--- config.mk ---
export PLATFORM = sky130hd
export DESIGN_NAME = sdram_port_arbiter
export DESIGN_NICKNAME = d
export VERILOG_FILES = /design/src/rtl/sdram_arb_pkg.sv /design/src/rtl/arb_req_slot.sv /design/src/rtl/sdram_port_arbiter.sv
export SDC_FILE = /design/constraint.sdc
export NUM_CORES = 1
export LEC_CHECK = 0
export CAP_MARGIN = 30
export CELL_PAD_IN_SITES_DETAIL_PLACEMENT = 1
export CELL_PAD_IN_SITES_GLOBAL_PLACEMENT = 1
export CORE_MARGIN = 2
export CORE_UTILIZATION = 40
export CTS_CLUSTER_SIZE = 25
export DETAILED_ROUTE_END_ITERATION = 12
export PLACE_DENSITY_LB_ADDON = 0.1
export SLEW_MARGIN = 5
export SYNTH_ARGS = -nofsm -noshare
export SYNTH_HDL_FRONTEND = slang
export SYNTH_SLANG_ARGS = --single-unit
--- constraint.sdc ---
create_clock -name clk_sys -period 6.81 [get_ports clk_sys]
set_clock_uncertainty 0.2 [all_clocks]
set_input_delay 1.362 -clock clk_sys [delete_from_list [all_inputs] [get_ports clk_sys]]
set_output_delay 1.362 -clock clk_sys [all_outputs]
set_load 0.02 [all_outputs]
--- src/rtl/sdram_arb_pkg.sv ---
// Shared types for the SDRAM port arbiter: FSM states, requester ids and
// the width of a captured request record.
package sdram_arb_pkg;

  typedef enum logic [1:0] {IDLE, ISSUE, WAIT, DONE} arb_state_t;
  typedef enum logic [1:0] {SRC_BOOT, SRC_CPU, SRC_VID} arb_src_t;

  // Record fields beyond the address: write flag, bank, data byte.
  localparam int REQ_META_W = 1 + 2 + 8;

  function automatic int req_w(input int aw);
    return aw + REQ_META_W;
  endfunction

endpackage

--- src/rtl/arb_req_slot.sv ---
// One-entry request capture register: holds a pending request and its
// payload until the arbiter completes it; a second request while full is lost.
module arb_req_slot
  import sdram_arb_pkg::*;
#(
  parameter int W         = 8,
  parameter bit FLAG_DROP = 1'b1
) (
  input  logic         clk,
  input  logic         rst,
  input  logic         set,
  input  logic         clr,
  input  logic [W-1:0] din,
  output logic         pend,
  output logic [W-1:0] data,
  output logic         drop
);

  logic accept;

  // A completion in the same cycle frees the slot before the new request is judged.
  assign accept = set & (~pend | clr);
  assign drop   = FLAG_DROP & set & pend & ~clr;

  always_ff @(posedge clk or posedge rst) begin
    if (rst) begin
      pend <= 1'b0;
      // NOTE: the payload is a plain register, so it is reset to keep downstream outputs at 0.
      data <= '0;
    end else begin
      // NOTE: non-blocking assignments so every flop samples pre-edge values.
      pend <= accept | (pend & ~clr);
      if (accept) data <= din;
    end
  end

endmodule

--- src/rtl/sdram_port_arbiter.sv ---
// Shares one SDRAM controller port between the boot loader, the CPU and the
// video fetcher: one access in flight, video favoured, CPU starvation bounded.
module sdram_port_arbiter
  import sdram_arb_pkg::*;
#(
  parameter int AW     = 23,
  parameter int RD_LAT = 5,
  parameter int STARVE = 2
) (
  input  logic          clk_sys,
  input  logic          reset,
  input  logic          boot_mode,
  input  logic          boot_wr,
  input  logic [AW-1:0] boot_addr,
  input  logic [1:0]    boot_bank,
  input  logic [7:0]    boot_din,
  output logic          boot_full,
  input  logic          cpu_rd,
  input  logic          cpu_wr,
  input  logic [AW-1:0] cpu_addr,
  input  logic [1:0]    cpu_bank,
  input  logic [7:0]    cpu_din,
  output logic          cpu_ack,
  output logic [7:0]    cpu_dout,
  input  logic          vid_req,
  input  logic [AW-1:0] vid_addr,
  output logic          vid_ack,
  output logic [15:0]   vid_dout,
  output logic          cmd_valid,
  input  logic          cmd_ready,
  output logic          cmd_we,
  output logic [AW-1:0] cmd_addr,
  output logic [1:0]    cmd_bank,
  output logic [7:0]    cmd_din,
  input  logic [15:0]   rsp_data,
  output logic          ovf
);

  localparam int RW = req_w(AW);
  localparam int CW = $clog2(RD_LAT) + 1;
  localparam int SW = $clog2(STARVE + 1) + 1;

  arb_state_t    state, state_nxt;
  arb_src_t      src, grant_src;
  logic          grant;
  logic [CW-1:0] cnt;
  logic [SW-1:0] starve;

  logic          cpu_lvl_q, cpu_edge, cpu_busy, byp, byp_ack;
  logic          cpu_set, cpu_clr, done_boot, done_cpu, done_vid, rd_last;
  logic          boot_pend, cpu_pend, vid_pend;
  logic          boot_drop, cpu_drop, vid_drop;
  logic [RW-1:0] boot_q, cpu_q;
  logic [AW-1:0] vid_q;

  logic          boot_we_q, cpu_we_q;
  logic [1:0]    boot_bank_q, cpu_bank_q;
  logic [7:0]    boot_din_q, cpu_din_q;
  logic [AW-1:0] boot_addr_q, cpu_addr_q;

  logic          sel_we;
  logic [AW-1:0] sel_addr;
  logic [1:0]    sel_bank;
  logic [7:0]    sel_din;

  assign cpu_edge  = (cpu_rd | cpu_wr) & ~cpu_lvl_q;
  assign cpu_busy  = (state != IDLE) && (src == SRC_CPU);
  assign done_boot = (state == DONE) && (src == SRC_BOOT);
  assign done_cpu  = (state == DONE) && (src == SRC_CPU);
  assign done_vid  = (state == DONE) && (src == SRC_VID);
  assign rd_last   = (state == WAIT) && (cnt == '0);

  // Boot mode answers the CPU locally; a fresh edge is served without occupying the slot.
  assign byp     = boot_mode & ~cpu_busy & (cpu_pend | cpu_edge);
  assign cpu_set = cpu_edge & ~(byp & ~cpu_pend);
  assign cpu_clr = done_cpu | (byp & cpu_pend);

  arb_req_slot #(.W(RW), .FLAG_DROP(1'b1)) u_boot_slot (
    .clk(clk_sys), .rst(reset), .set(boot_wr), .clr(done_boot),
    .din({1'b1, boot_bank, boot_din, boot_addr}),
    .pend(boot_pend), .data(boot_q), .drop(boot_drop)
  );

  arb_req_slot #(.W(RW), .FLAG_DROP(1'b1)) u_cpu_slot (
    .clk(clk_sys), .rst(reset), .set(cpu_set), .clr(cpu_clr),
    .din({cpu_wr, cpu_bank, cpu_din, cpu_addr}),
    .pend(cpu_pend), .data(cpu_q), .drop(cpu_drop)
  );

  // A lost video fetch is harmless: the next scan line fetches again.
  arb_req_slot #(.W(AW), .FLAG_DROP(1'b0)) u_vid_slot (
    .clk(clk_sys), .rst(reset), .set(vid_req), .clr(done_vid),
    .din(vid_addr & ~AW'(1)),
    .pend(vid_pend), .data(vid_q), .drop(vid_drop)
  );

  assign {boot_we_q, boot_bank_q, boot_din_q, boot_addr_q} = boot_q;
  assign {cpu_we_q, cpu_bank_q, cpu_din_q, cpu_addr_q}     = cpu_q;

  always_comb begin
    // NOTE: every combinational output gets a default first so no latch is inferred.
    state_nxt = state;
    grant     = 1'b0;
    grant_src = SRC_VID;
    case (state)
      IDLE: begin
        if (boot_mode) begin
          if (boot_pend)     begin grant = 1'b1; grant_src = SRC_BOOT; end
          else if (vid_pend) begin grant = 1'b1; grant_src = SRC_VID;  end
        end else if (cpu_pend && starve == SW'(STARVE)) begin
          grant = 1'b1; grant_src = SRC_CPU;
        end else if (vid_pend)  begin grant = 1'b1; grant_src = SRC_VID;  end
        else if (cpu_pend)      begin grant = 1'b1; grant_src = SRC_CPU;  end
        else if (boot_pend)     begin grant = 1'b1; grant_src = SRC_BOOT; end
        if (grant) state_nxt = ISSUE;
      end
      ISSUE:   if (cmd_ready) state_nxt = sel_we ? DONE : WAIT;
      WAIT:    if (cnt == '0) state_nxt = DONE;
      DONE:    state_nxt = IDLE;
      default: state_nxt = IDLE;
    endcase
  end

  always_comb begin
    sel_we   = 1'b0;
    sel_addr = '0;
    sel_bank = '0;
    sel_din  = '0;
    case (src)
      SRC_BOOT: begin
        sel_we = boot_we_q; sel_addr = boot_addr_q; sel_bank = boot_bank_q; sel_din = boot_din_q;
      end
      SRC_CPU: begin
        sel_we = cpu_we_q; sel_addr = cpu_addr_q; sel_bank = cpu_bank_q; sel_din = cpu_din_q;
      end
      SRC_VID: sel_addr = vid_q;
      default: sel_addr = '0;
    endcase
  end

  always_ff @(posedge clk_sys or posedge reset) begin
    if (reset) begin
      state     <= IDLE;
      src       <= SRC_BOOT;
      cnt       <= '0;
      starve    <= '0;
      cpu_lvl_q <= 1'b0;
      byp_ack   <= 1'b0;
      cpu_dout  <= '0;
      vid_dout  <= '0;
      ovf       <= 1'b0;
    end else begin
      state     <= state_nxt;
      cpu_lvl_q <= cpu_rd | cpu_wr;
      byp_ack   <= byp;
      if (grant) src <= grant_src;

      if (state == ISSUE && cmd_ready) cnt <= CW'(RD_LAT - 1);
      else if (state == WAIT)          cnt <= cnt - CW'(1);

      if (byp)                             cpu_dout <= 8'hFF;
      else if (rd_last && src == SRC_CPU)  cpu_dout <= cpu_addr_q[0] ? rsp_data[15:8] : rsp_data[7:0];
      if (rd_last && src == SRC_VID)       vid_dout <= rsp_data;

      if (!cpu_pend || (grant && grant_src == SRC_CPU))
        starve <= '0;
      else if (grant && grant_src == SRC_VID && starve != SW'(STARVE))
        starve <= starve + SW'(1);

      ovf <= ovf | boot_drop | cpu_drop | vid_drop;
    end
  end

  assign cmd_valid = (state == ISSUE);
  assign cmd_we    = cmd_valid & sel_we;
  assign cmd_addr  = cmd_valid ? sel_addr : '0;
  assign cmd_bank  = cmd_valid ? sel_bank : '0;
  assign cmd_din   = cmd_valid ? sel_din  : '0;
  assign cpu_ack   = done_cpu | byp_ack;
  assign vid_ack   = done_vid;
  assign boot_full = boot_pend;

endmodule

==> flow_metrics.env <==
export IMPL_slowest_stage="clkdlybuf4s50_1"
export IMPL_crit_start="src[1]"
export IMPL_die_w_um=127
export IMPL_synth_warnings=0
export IMPL_ys_types=43
export IMPL_n_antenna_cell=0
export IMPL_finalMaxSlewViolations=0
export IMPL_worstReg2RegStart="src[1]"
export IMPL_rr_worst_depth=4
export IMPL_worst_r2r_setup_slack_ns=3.66
export IMPL_power_density_nw_per_um2=425
export IMPL_detailroute_via_count=4452
export IMPL_layout_common_cells="clkdlybuf4s50_1 (174), dfrtp_1 (130), mux2_2 (96), nor2_1 (52), mux2i_1 (42)"
export IMPL_fin_crit_sh_pct=65.1
export IMPL_worstPathCellList="buf_4 > and2b_1 > a21oi_1 > nor2_1 > clkdlybuf4s50_1"
export IMPL_postRouteAntennaNets=0
export IMPL_net_switching_power_uw=1220
export IMPL_layout_nets=777
export IMPL_drt_drc_violations_left=0
export IMPL_start_util_pct=41.3
export IMPL_synthesis_nets=605
export IMPL_critPathKind="reg -> out"
export IMPL_synth_area_um2=6040
export IMPL_seq_power_share_pct=34.8
export IMPL_p_int_uw=2420
export IMPL_p_sw_share_pct=33.6
export IMPL_pwr_share_comb_pct=39.9
export IMPL_max_freq_ghz=0.226
export IMPL_yosys_area_top_type_share_pct=54.2
export IMPL_grt_pass1_vias=5103
export IMPL_grt_pass1_wl_mm=28.1
export IMPL_synth_ff_type="dfrtp_1"
export IMPL_required_ns=5.25
export IMPL_start_kind="register"
export IMPL_synth_area_per_cell_um2=12.5
export IMPL_grt_max_degree=71
export IMPL_rows=44
export IMPL_fp_dieArea_um2=16100
export IMPL_status="finished, final reports clean"
export IMPL_synth_seq_cells=131
export IMPL_min_period_ns=4.43
export IMPL_final_layout_size_suffix_gt1_share_pct=22.3
export IMPL_wirelength_mm=17.4
export IMPL_ys_seq_area_share_pct=54.2
export IMPL_cp_top_family="buffers and inverters"
export IMPL_root_buffer="clkbuf_16"
export IMPL_synth_edf_count=0
export IMPL_routabilityCongestion=0.774
export IMPL_power_leakage_uw=0.00356
export IMPL_hold_viol_final=0
export IMPL_fp_dieH_um=127
export IMPL_synth_largest_area_cell="dfrtp_1"
export IMPL_crit_path_end="cmd_addr[16]"
export IMPL_drv_cap=0
export IMPL_dp_hpwl_mm=11.9
export IMPL_final_util_pct=58.5
export IMPL_core_um2=14600
export IMPL_layout_setup_ws_ns=2.38
export IMPL_cts_sinks=131
export IMPL_finalSetupViolCount=0
export IMPL_track_usage_pct=22.8
export IMPL_antenna_found_initial=0
export IMPL_endpoint_kind="primary output"
export IMPL_min_from="u_boot_slot.data[33]"
export IMPL_cts_reportedPaths_clkPinSlew_ns=0.06
export IMPL_ir_drop_uv=257
export IMPL_port_buffers=174
export IMPL_cp_depth=5
export IMPL_drtIter0Drc=247
export IMPL_ios=176
export IMPL_cts_tree="yes"
export IMPL_grt_ovfl_total=0
export IMPL_rsz0062_at_grt="no"
export IMPL_area_delta_synth_final_pct=41.8
export IMPL_syn_inst=485
export IMPL_numCtsBuffers=17
export IMPL_path_buf_inv=2
export IMPL_clkPwrFrac_pct=25.3
export IMPL_final_common_cell="clkdlybuf4s50_1"
export IMPL_synth_area_leaders="dfrtp_1 (54%), mux2_2 (18%), mux2i_1 (7.0%), nor2_1 (3.2%), mux2_4 (2.5%)"
export IMPL_cp_data_arrival_time_ns=2.87
export IMPL_worstHoldPathType="reg -> reg"
export IMPL_first_pass_iters=4
export IMPL_place_ws_ns=2.63
export IMPL_clock_latency_ns=0.42
export IMPL_wl_per_cell_um=20.4
export IMPL_post_cts_buffers=0
export IMPL_slew_headroom_pct=37.5
export IMPL_cts_resized=0
export IMPL_tns_ns=0
export IMPL_vias_per_cell=5.22
export IMPL_timing_rr_end="vid_dout[4]"
export IMPL_clockBufferDepth=2
export IMPL_worstMarginPinSlew_ns=0.937
export IMPL_slowest_delay_ns=0.65
export IMPL_cp_max_fo=30
export IMPL_cts_hold_buffers=0
export IMPL_synthArstFlopShare_pct=100
export IMPL_h_tree_depth=4
[worst min path at each step]
stage / slack (ns) / cells after the start / end
4_1_cts: 0.27 / 1 / u_boot_slot.data[33]
2_1_floorplan: 0.23 / 1 / u_boot_slot.data[33]
5_1_grt: 0.31 / 1 / ovf
6_report: 0.28 / 1 / u_boot_slot.data[33]
3_3_place_gp: 0.25 / 1 / u_boot_slot.data[33]
3_5_place_dp: 0.26 / 1 / u_boot_slot.data[33]
[Yosys cell counts, types with 2 or more instances]
| library cell | instances |
|---|---|
| a21o_1 | 3 |
| a21oi_1 | 18 |
| buf_1 | 3 |
| buf_2 | 12 |
| buf_4 | 2 |
| clkbuf_1 | 10 |
| dfrtp_1 | 131 |
| ha_1 | 7 |
| inv_1 | 13 |
| mux2_2 | 96 |
| mux2_4 | 10 |
| mux2i_1 | 42 |
| nand2_1 | 25 |
| nand2b_1 | 6 |
| nor2_1 | 52 |
| nor2b_1 | 2 |
| nor3_1 | 2 |
| nor3b_1 | 2 |
| nor4_1 | 2 |
| o211ai_1 | 10 |
| o21ai_0 | 4 |
| o22a_1 | 7 |
| o31ai_1 | 2 |
| or2_2 | 2 |
| xnor2_1 | 4 |
[sequential cells by signal, indices dropped and copies added, names as in the netlist, 2 cells and up]
register / count
vid_dout: 16
starve: 3
cpu_dout: 8
state: 2
u_vid_slot.data: 22
cnt: 4
u_boot_slot.data: 34
u_cpu_slot.data: 34
src: 2
[layer usage]
metal | GRT usage [%] | routed length (µm)
met5 | 0 | 0
met2 | 40.4 | 9300
met3 | 7.38 | 873
met4 | 5.88 | 179
met1 | 26.6 | 7070
[kinds of logic after synthesis]
kind of cell,after synthesis,synth area share [%]
flip-flops,131,54.2
adder cells (fa/ha/maj),7,1.45
buffers and inverters,41,3.04
XOR/XNOR,5,0.724
AND/OR/NAND/NOR,101,7.37
multiplexers,148,27.3
AO/OA/AOI/OAI,52,5.86
[power by group through the flow]
| stage | sequential [µW] | clock, µW | combinational [µW] |
|---|---|---|---|
| global route | 1310 | 973 | 1580 |
| floorplan | 1280 | 0 | 882 |
| global placement | 1250 | 0 | 1390 |
| finish | 1270 | 923 | 1460 |
| CTS | 1270 | 938 | 1470 |
| detailed placement | 1280 | 0 | 1450 |
[through the flow]
stage	area [µm²]	hold WS [ns]	cells	total power [µW]
after global routing	8570	0.309	853	3860
final	8570	0.275	853	3640
after floorplan	6040	0.234	485	2160
after detailed placement	7970	0.259	821	2730
after CTS	8550	0.274	852	3680
after global placement	7940	0.251	820	2650
[cell type report]
type,count,area (µm²)
flip-flops and latches,131,3280
fillers,1489,6070
repair buffers,181,1830
clock buffers,21,450
clock inverters,10,134
well taps,184,230
multi-input cells,313,2600
inverters,13,53.8
Power figures use the tool's default switching activity.
